## src/rtl/combo_pkg.sv

```systemverilog
// Shared definitions for the combo scoring engine: multiplier tier encoding,
// default tier thresholds and the tier lookup helper.
package combo_pkg;

    typedef enum logic [1:0] {
        TIER_X1 = 2'd0,
        TIER_X2 = 2'd1,
        TIER_X3 = 2'd2,
        TIER_X4 = 2'd3
    } tier_e;

    localparam int unsigned DEF_TIER1 = 5;
    localparam int unsigned DEF_TIER2 = 10;
    localparam int unsigned DEF_TIER3 = 20;

    function automatic tier_e tier_of(input int unsigned value,
                                      input int unsigned t1,
                                      input int unsigned t2,
                                      input int unsigned t3);
        if (value < t1)      return TIER_X1;
        else if (value < t2) return TIER_X2;
        else if (value < t3) return TIER_X3;
        else                 return TIER_X4;
    endfunction

endpackage

```

## src/rtl/combo_channel.sv

```systemverilog
// One player channel: edge detection, saturating combo counter, idle timeout,
// high-water mark and multiplier tier.
module combo_channel
    import combo_pkg::*;
#(
    parameter int unsigned W              = 7,
    parameter int unsigned FULL_BONUS     = 2,
    parameter int unsigned TIMEOUT_CYCLES = 0,
    parameter int unsigned TIER1          = DEF_TIER1,
    parameter int unsigned TIER2          = DEF_TIER2,
    parameter int unsigned TIER3          = DEF_TIER3
) (
    input  logic         clk,
    input  logic         reset,
    input  logic         miss,
    input  logic         non_full_clear_hit,
    input  logic         full_clear_hit,
    output logic [W-1:0] combo_val,
    output logic [W-1:0] max_combo,
    output logic [1:0]   tier,
    output logic         combo_break
);

    localparam int unsigned MAXV  = (1 << W) - 1;
    localparam int unsigned BONUS = (FULL_BONUS > MAXV) ? MAXV : FULL_BONUS;
    localparam int unsigned IW    = (TIMEOUT_CYCLES > 1) ? $clog2(TIMEOUT_CYCLES) : 1;
    localparam logic [IW-1:0] IDLE_LAST = IW'((TIMEOUT_CYCLES > 0) ? TIMEOUT_CYCLES - 1 : 0);
    localparam logic [W:0]    INC_FULL  = (W + 1)'(BONUS);
    localparam logic [W:0]    INC_ONE   = (W + 1)'(1);

    // Bit order in the level vectors: {miss, full_clear_hit, non_full_clear_hit}
    logic [2:0]    lvl, lvl_q, hold_q, rise;
    logic [IW-1:0] idle_q, idle_d;
    logic [W-1:0]  combo_d, max_d;
    logic [W:0]    sum;
    logic          break_d, hit_rise, timeout;

    assign lvl = {miss, full_clear_hit, non_full_clear_hit};

    always_comb begin
        // hold_q masks inputs that were high through reset until they are seen low
        rise     = lvl & ~lvl_q & ~hold_q;
        hit_rise = rise[1] | rise[0];
        timeout  = 1'b0;
        idle_d   = idle_q;
        if (TIMEOUT_CYCLES != 0) begin
            if (hit_rise) begin
                idle_d = '0;
            end else if (idle_q == IDLE_LAST) begin
                idle_d  = '0;
                timeout = 1'b1;
            end else begin
                idle_d = idle_q + IW'(1);
            end
        end

        sum     = {1'b0, combo_val} + (rise[1] ? INC_FULL : INC_ONE);
        combo_d = combo_val;
        break_d = 1'b0;
        if (rise[2] || timeout) begin
            combo_d = '0;
            break_d = |combo_val;
        end else if (hit_rise) begin
            combo_d = sum[W] ? '1 : sum[W-1:0];
        end
        max_d = (combo_d > max_combo) ? combo_d : max_combo;
    end

    always_ff @(posedge clk) begin
        if (reset) begin
            lvl_q       <= '0;
            hold_q      <= '1;
            idle_q      <= '0;
            combo_val   <= '0;
            max_combo   <= '0;
            combo_break <= 1'b0;
        end else begin
            lvl_q       <= lvl;
            hold_q      <= hold_q & lvl;
            idle_q      <= idle_d;
            combo_val   <= combo_d;
            max_combo   <= max_d;
            combo_break <= break_d;
        end
    end

    assign tier = tier_of(32'(combo_val), TIER1, TIER2, TIER3);

endmodule

```

## src/rtl/combo_engine.sv

```systemverilog
// Multi-channel combo engine: one combo_channel per player, packed onto
// flat output buses with channel i in the i-th slice.
module combo_engine
    import combo_pkg::*;
#(
    parameter int unsigned NUM_CH         = 1,
    parameter int unsigned W              = 7,
    parameter int unsigned FULL_BONUS     = 2,
    parameter int unsigned TIMEOUT_CYCLES = 0,
    parameter int unsigned TIER1          = DEF_TIER1,
    parameter int unsigned TIER2          = DEF_TIER2,
    parameter int unsigned TIER3          = DEF_TIER3
) (
    input  logic                clk,
    input  logic                reset,
    input  logic [NUM_CH-1:0]   miss,
    input  logic [NUM_CH-1:0]   non_full_clear_hit,
    input  logic [NUM_CH-1:0]   full_clear_hit,
    output logic [NUM_CH*W-1:0] combo_val,
    output logic [NUM_CH*W-1:0] max_combo,
    output logic [NUM_CH*2-1:0] tier,
    output logic [NUM_CH-1:0]   combo_break
);

    for (genvar i = 0; i < NUM_CH; i++) begin : g_ch
        combo_channel #(
            .W              (W),
            .FULL_BONUS     (FULL_BONUS),
            .TIMEOUT_CYCLES (TIMEOUT_CYCLES),
            .TIER1          (TIER1),
            .TIER2          (TIER2),
            .TIER3          (TIER3)
        ) u_ch (
            .clk                (clk),
            .reset              (reset),
            .miss               (miss[i]),
            .non_full_clear_hit (non_full_clear_hit[i]),
            .full_clear_hit     (full_clear_hit[i]),
            .combo_val          (combo_val[i*W +: W]),
            .max_combo          (max_combo[i*W +: W]),
            .tier               (tier[i*2 +: 2]),
            .combo_break        (combo_break[i])
        );
    end

endmodule

```

## config.mk

```make
export PLATFORM = sky130hd
export DESIGN_NAME = combo_engine
export DESIGN_NICKNAME = d
export VERILOG_FILES = /design/src/rtl/combo_pkg.sv /design/src/rtl/combo_channel.sv /design/src/rtl/combo_engine.sv
export SDC_FILE = /design/constraint.sdc
export NUM_CORES = 1
export LEC_CHECK = 0
export CORE_MARGIN = 3
export CORE_UTILIZATION = 40
export DETAILED_ROUTE_END_ITERATION = 8
export GPL_TIMING_DRIVEN = 0
export SLEW_MARGIN = 10
export SYNTH_ARGS = -nofsm -noshare
export SYNTH_HDL_FRONTEND = slang
export SYNTH_SLANG_ARGS = --single-unit
```

## constraint.sdc

```tcl
create_clock -name clk -period 5.6 [get_ports clk]
set_input_delay 1.12 -clock clk [delete_from_list [all_inputs] [get_ports clk]]
set_output_delay 1.12 -clock clk [all_outputs]
set_load 0.03 [all_outputs]
```

==> tab_implementation.tex <==
\begin{tabular}{lr}
\hline
Metric & Value \\
\hline
\multicolumn{2}{l}{\textbf{Floorplanning}} \\
\quad Area enclosed by the die boundary & 3610 µm² \\
\quad Number of primary I/O pins & 22 \\
\quad Total core area & 2640 µm² \\
\quad Num rows & 18 \\
\quad Starting utilization of the core area & 44.4\% \\
\quad Die W & 60.1 µm \\
\quad Height of the chip & 60.1 µm \\
\multicolumn{2}{l}{\textbf{STA}} \\
\quad Total count of hold-check failures in the final report & 0 \\
\quad Final min period & 4.52 ns \\
\quad Worst Tran Pin Value & 0.777 ns \\
\quad Final max-slew violation count & 0 \\
\quad Maximum clock skew at final layout & 0.00273 ns \\
\quad \# setup viols final & 0 \\
\quad Maximum clock frequency & 0.221 GHz \\
\quad Unrepaired setup endpoints after global routing & false \\
\quad Final-layout setup total negative slack & 0 ns \\
\quad Tightest slew margin relative to the limit & 48.1\% \\
\quad Final worst path period share & 80.6\% \\
\quad Worst setup slack after layout & 1.08 ns \\
\multicolumn{2}{l}{\textbf{Logic synthesis}} \\
\quad Post-synthesis instance area & 1170 µm² \\
\quad Post-synthesis sequential element count & 21 \\
\quad Sequential area share after synthesis & 35.9\% \\
\quad Largest cells by area after synthesis & dfxtp\_1, ha\_1, nor2\_1 \\
\quad Cell types with the highest counts after synthesis & dfxtp\_1, nor2\_1, nand2\_1 \\
\quad Number of synthesized flops with an enable pin & 0 \\
\quad Cell variety after synth & 44 \\
\quad Most repeated cell in the gate-level netlist after synthesis & dfxtp\_1 \\
\quad Area share of the leading cell type in the synthesized netlist & 35.9\% \\
\quad Most area-hungry cell type in the Yosys netlist & dfxtp\_1 \\
\quad Post-Synthesis Cells & 132 \\
\quad Mean instance size in the synthesized netlist & 8.87 µm² \\
\quad Most used flip-flop cell after synthesis & dfxtp\_1 \\
\quad Fraction of registers with async set/reset & 0\% \\
\quad Mapped Nets & 147 \\
\quad Ys Warns & 0 \\
\multicolumn{2}{l}{\textbf{Setup path}} \\
\quad R2r endpoint & g\_ch[0].u\_ch.max\_combo[0] \\
\quad Buffering stage count on the worst path with inverters included & 3 \\
\quad Largest driver fanout on the critical path & 10 \\
\quad Chain of cells forming the critical path & clkdlybuf4s50\_1 > nor3b\_4 > inv\_1 > ha\_1 > fa\_1 > o2111ai\_1 > mux2i\_1 > nor2\_1 > ha\_1 > a211oi\_1 > nor2\_1 > o31ai\_2 > buf\_2 > nor4\_1 > a31o\_2 \\
\quad Worst r2r path cells & 14 \\
\quad Kind of cell adding the most delay to the critical path & adder cells \\
\quad Reg-to-reg critical path startpoint & g\_ch[0].u\_ch.hold\_q[1] \\
\quad Largest stage delay, worst path & 0.49 ns \\
\quad Arrival @ worst endpoint & 4.73 ns \\
\quad Max stage delay cell, worst path & clkdlybuf4s50\_1 \\
\quad Slack of the worst reg-to-reg path & 2.03 ns \\
\quad Capturing element type of the critical path & register \\
\quad Required arrival time at the worst endpoint & 5.82 ns \\
\quad Kind of start point of the critical path & primary input \\
\quad Critical path class & in -> reg \\
\multicolumn{2}{l}{\textbf{Pwr}} \\
\quad Worst-case vdd ir drop & 0.000142 V \\
\quad Combinational cell fraction of total power & 26.5\% \\
\quad Flop pwr share & 50.2\% \\
\quad Leakage power & 0.576 nW \\
\quad Internal Pwr Total & 0.220 mW \\
\quad Power share of the clock group & 23.2\% \\
\quad PwrDens & 224 nW/µm² \\
\quad Sw Ratio & 31.6\% \\
\quad Net switching power figure & 0.102 mW \\
\multicolumn{2}{l}{\textbf{Clock network}} \\
\quad Number of levels in the clock H-tree & 1 \\
\quad Clock input transition at the sequential cells of the worst setup and hold paths & 0.12 ns \\
\quad Clock tree buffer depth & 2 \\
\quad Number of cells upsized or downsized after cts & 0 \\
\quad Buffer type at the clock tree root & clkbuf\_4 \\
\quad CTS Buf Count & 3 \\
\quad Hold-fix buffer count after cts & 0 \\
\quad Latest clock arrival within the worst-skew pair & 0.31 ns \\
\quad Number of setup buffers added after CTS & 0 \\
\quad CTS sink count & 21 \\
\quad TritonCTS clock tree & done \\
\multicolumn{2}{l}{\textbf{Finish}} \\
\quad Total number of nets in the final design & 172 \\
\quad Layout Cells excl Fill & 186 \\
\quad Number of fillers in the final layout & 263 \\
\quad Share of cells above drive strength 1 & 14.1\% \\
\quad Number of diodes & 0 \\
\quad Area growth, synth to finish & 22.6\% \\
\quad Area of all sequential standard cells & 420 µm² \\
\quad Multi-input combinational cell area & 689 µm² \\
\multicolumn{2}{l}{\textbf{Hold path}} \\
\quad Hold path cells & 2 \\
\quad Origin of the worst min-delay path & g\_ch[0].u\_ch.hold\_q[0] \\
\quad Worst hold path endpoint & g\_ch[0].u\_ch.hold\_q[0] \\
\quad Type of the most critical hold path & reg -> reg \\
\multicolumn{2}{l}{\textbf{Routing}} \\
\quad DRT antenna net count & 0 \\
\quad Number of vias in the routed layout & 1027 \\
\quad Count of unresolved DRC violations after routing & 0 \\
\quad Initial drt markers & 43 \\
\quad Final routed wirelength across all metal layers & 2460 µm \\
\quad Average detailed-routed wire length per instance & 13.2 µm \\
\quad Iteration count of the initial detailed-routing pass & 4 \\
\quad Via/cell ratio & 5.52 \\
\multicolumn{2}{l}{\textbf{Global routing}} \\
\quad Total routing resource utilization after global routing & 15.3\% \\
\quad Leftover overflow at the end of global routing & 0 \\
\quad Global-route wire length before repair & 4110 µm \\
\quad Largest net degree at the start of global routing & 13 \\
\quad Number of antenna violations at the first check in global routing & 0 \\
\quad Via count of the first global-routing pass & 930 \\
\multicolumn{2}{l}{\textbf{Placement}} \\
\quad Number of cells in the design after placement & 182 \\
\quad Post-Place Worst Slack & 0.739 ns \\
\quad Detailed Place HPWL & 1930 µm \\
\quad GPL Wtd Cong & 0.779 \\
\quad Total of buffers placed on input and output ports & 20 \\
\multicolumn{2}{l}{\textbf{Flow run}} \\
\quad Maximum capacitance violations & 0 \\
\multicolumn{2}{l}{\textbf{Status}} \\
\quad Outcome & complete, no violations \\
\hline
\end{tabular}
[through the flow]
step | area (µm²) | hold slack [ns] | total power, mW | util, %
after CTS | 1440 | 0.476 | 0.328 | 54.5
after global placement | 1410 | 0.444 | 0.250 | 53.5
final | 1440 | 0.470 | 0.322 | 54.5
after floorplan | 1170 | 0.434 | 0.228 | -
after detailed placement | 1410 | 0.457 | 0.251 | 53.5
after global routing | 1440 | 0.506 | 0.341 | 54.5
[worst max-delay path by stage]
stage	from	to	slack [ns]	cells past startpoint
6_report	full_clear_hit	g_ch[0].u_ch.max_combo[0]	1.08	15
5_1_grt	full_clear_hit	g_ch[0].u_ch.max_combo[0]	0.84	15
4_1_cts	full_clear_hit	g_ch[0].u_ch.max_combo[0]	1.08	15
3_5_place_dp	full_clear_hit	g_ch[0].u_ch.max_combo[0]	0.74	15
3_3_place_gp	full_clear_hit	g_ch[0].u_ch.max_combo[0]	0.79	15
2_1_floorplan	full_clear_hit	g_ch[0].u_ch.max_combo[0]	1.61	14
[metal layers]
metal  global-route usage [%]  vias to the layer above  routed length [µm]
met2                     23.6                       29                1110
li1                         -                      521                   -
met1                     20.8                      475                1190
met3                     3.89                        2                 149
met5                        0                        -                   0
met4                     4.75                        0                  15
[power by group through the flow]
stage / logic [mW] / clock network [mW] / registers, mW
after CTS: 0.0860 / 0.0802 / 0.162
final: 0.0855 / 0.0748 / 0.162
after floorplan: 0.0549 / 0 / 0.173
after global routing: 0.0947 / 0.0836 / 0.163
after detailed placement: 0.0856 / 0 / 0.165
after global placement: 0.0850 / 0 / 0.165
[tightest hold or removal path, cell delays in order (launching register included)]
cell and delay [ns]:
dfxtp_1 0.34, nand2_1 0.06, nand2_1 0.05
[placed cells by master (no fill, tap or decap), types with 2 or more instances in the layout]
master	instances
dfxtp_1	21
clkbuf_4	3
clkdlybuf4s50_1	20
a21oi_1	5
nor3_1	9
mux2_2	2
nor2b_1	3
nand2_1	12
ha_1	9
nor4_1	2
inv_1	8
a31o_2	4
a211oi_1	2
nor2_1	15
mux2i_1	3
nand3_1	3
o21ai_0	3
nand4_1	2
nor3b_2	2
[flip-flops by register name, summed over array words and instances (netlist names)]
name                   flops
g_ch.u_ch.hold_q           3
g_ch.u_ch.lvl_q            3
g_ch.u_ch.combo_break      1
g_ch.u_ch.combo_val        7
g_ch.u_ch.max_combo        7
[cell families after synthesis]
kind of cell / synth area share [%]
and+or+nand+nor: 29.8
AOI/OAI and AO/OA: 13.2
DFF: 35.9
buffers and inverters: 5.23
adders and majority gates: 11.3
muxes: 4.49
[layout make-up]
class                           count  share of cell area [%]
Sequential cell                    21                    29.3
Clock inverter                      1                   0.348
Tap cell                           30                    2.61
Clock buffer                        3                    1.57
Timing Repair Buffer               20                    13.9
Inverter                            9                    2.35
Buffer                              4                    1.92
Multi-Input combinational cell     98                    48.0
No activity file was read; power rests on OpenSTA's default activity.
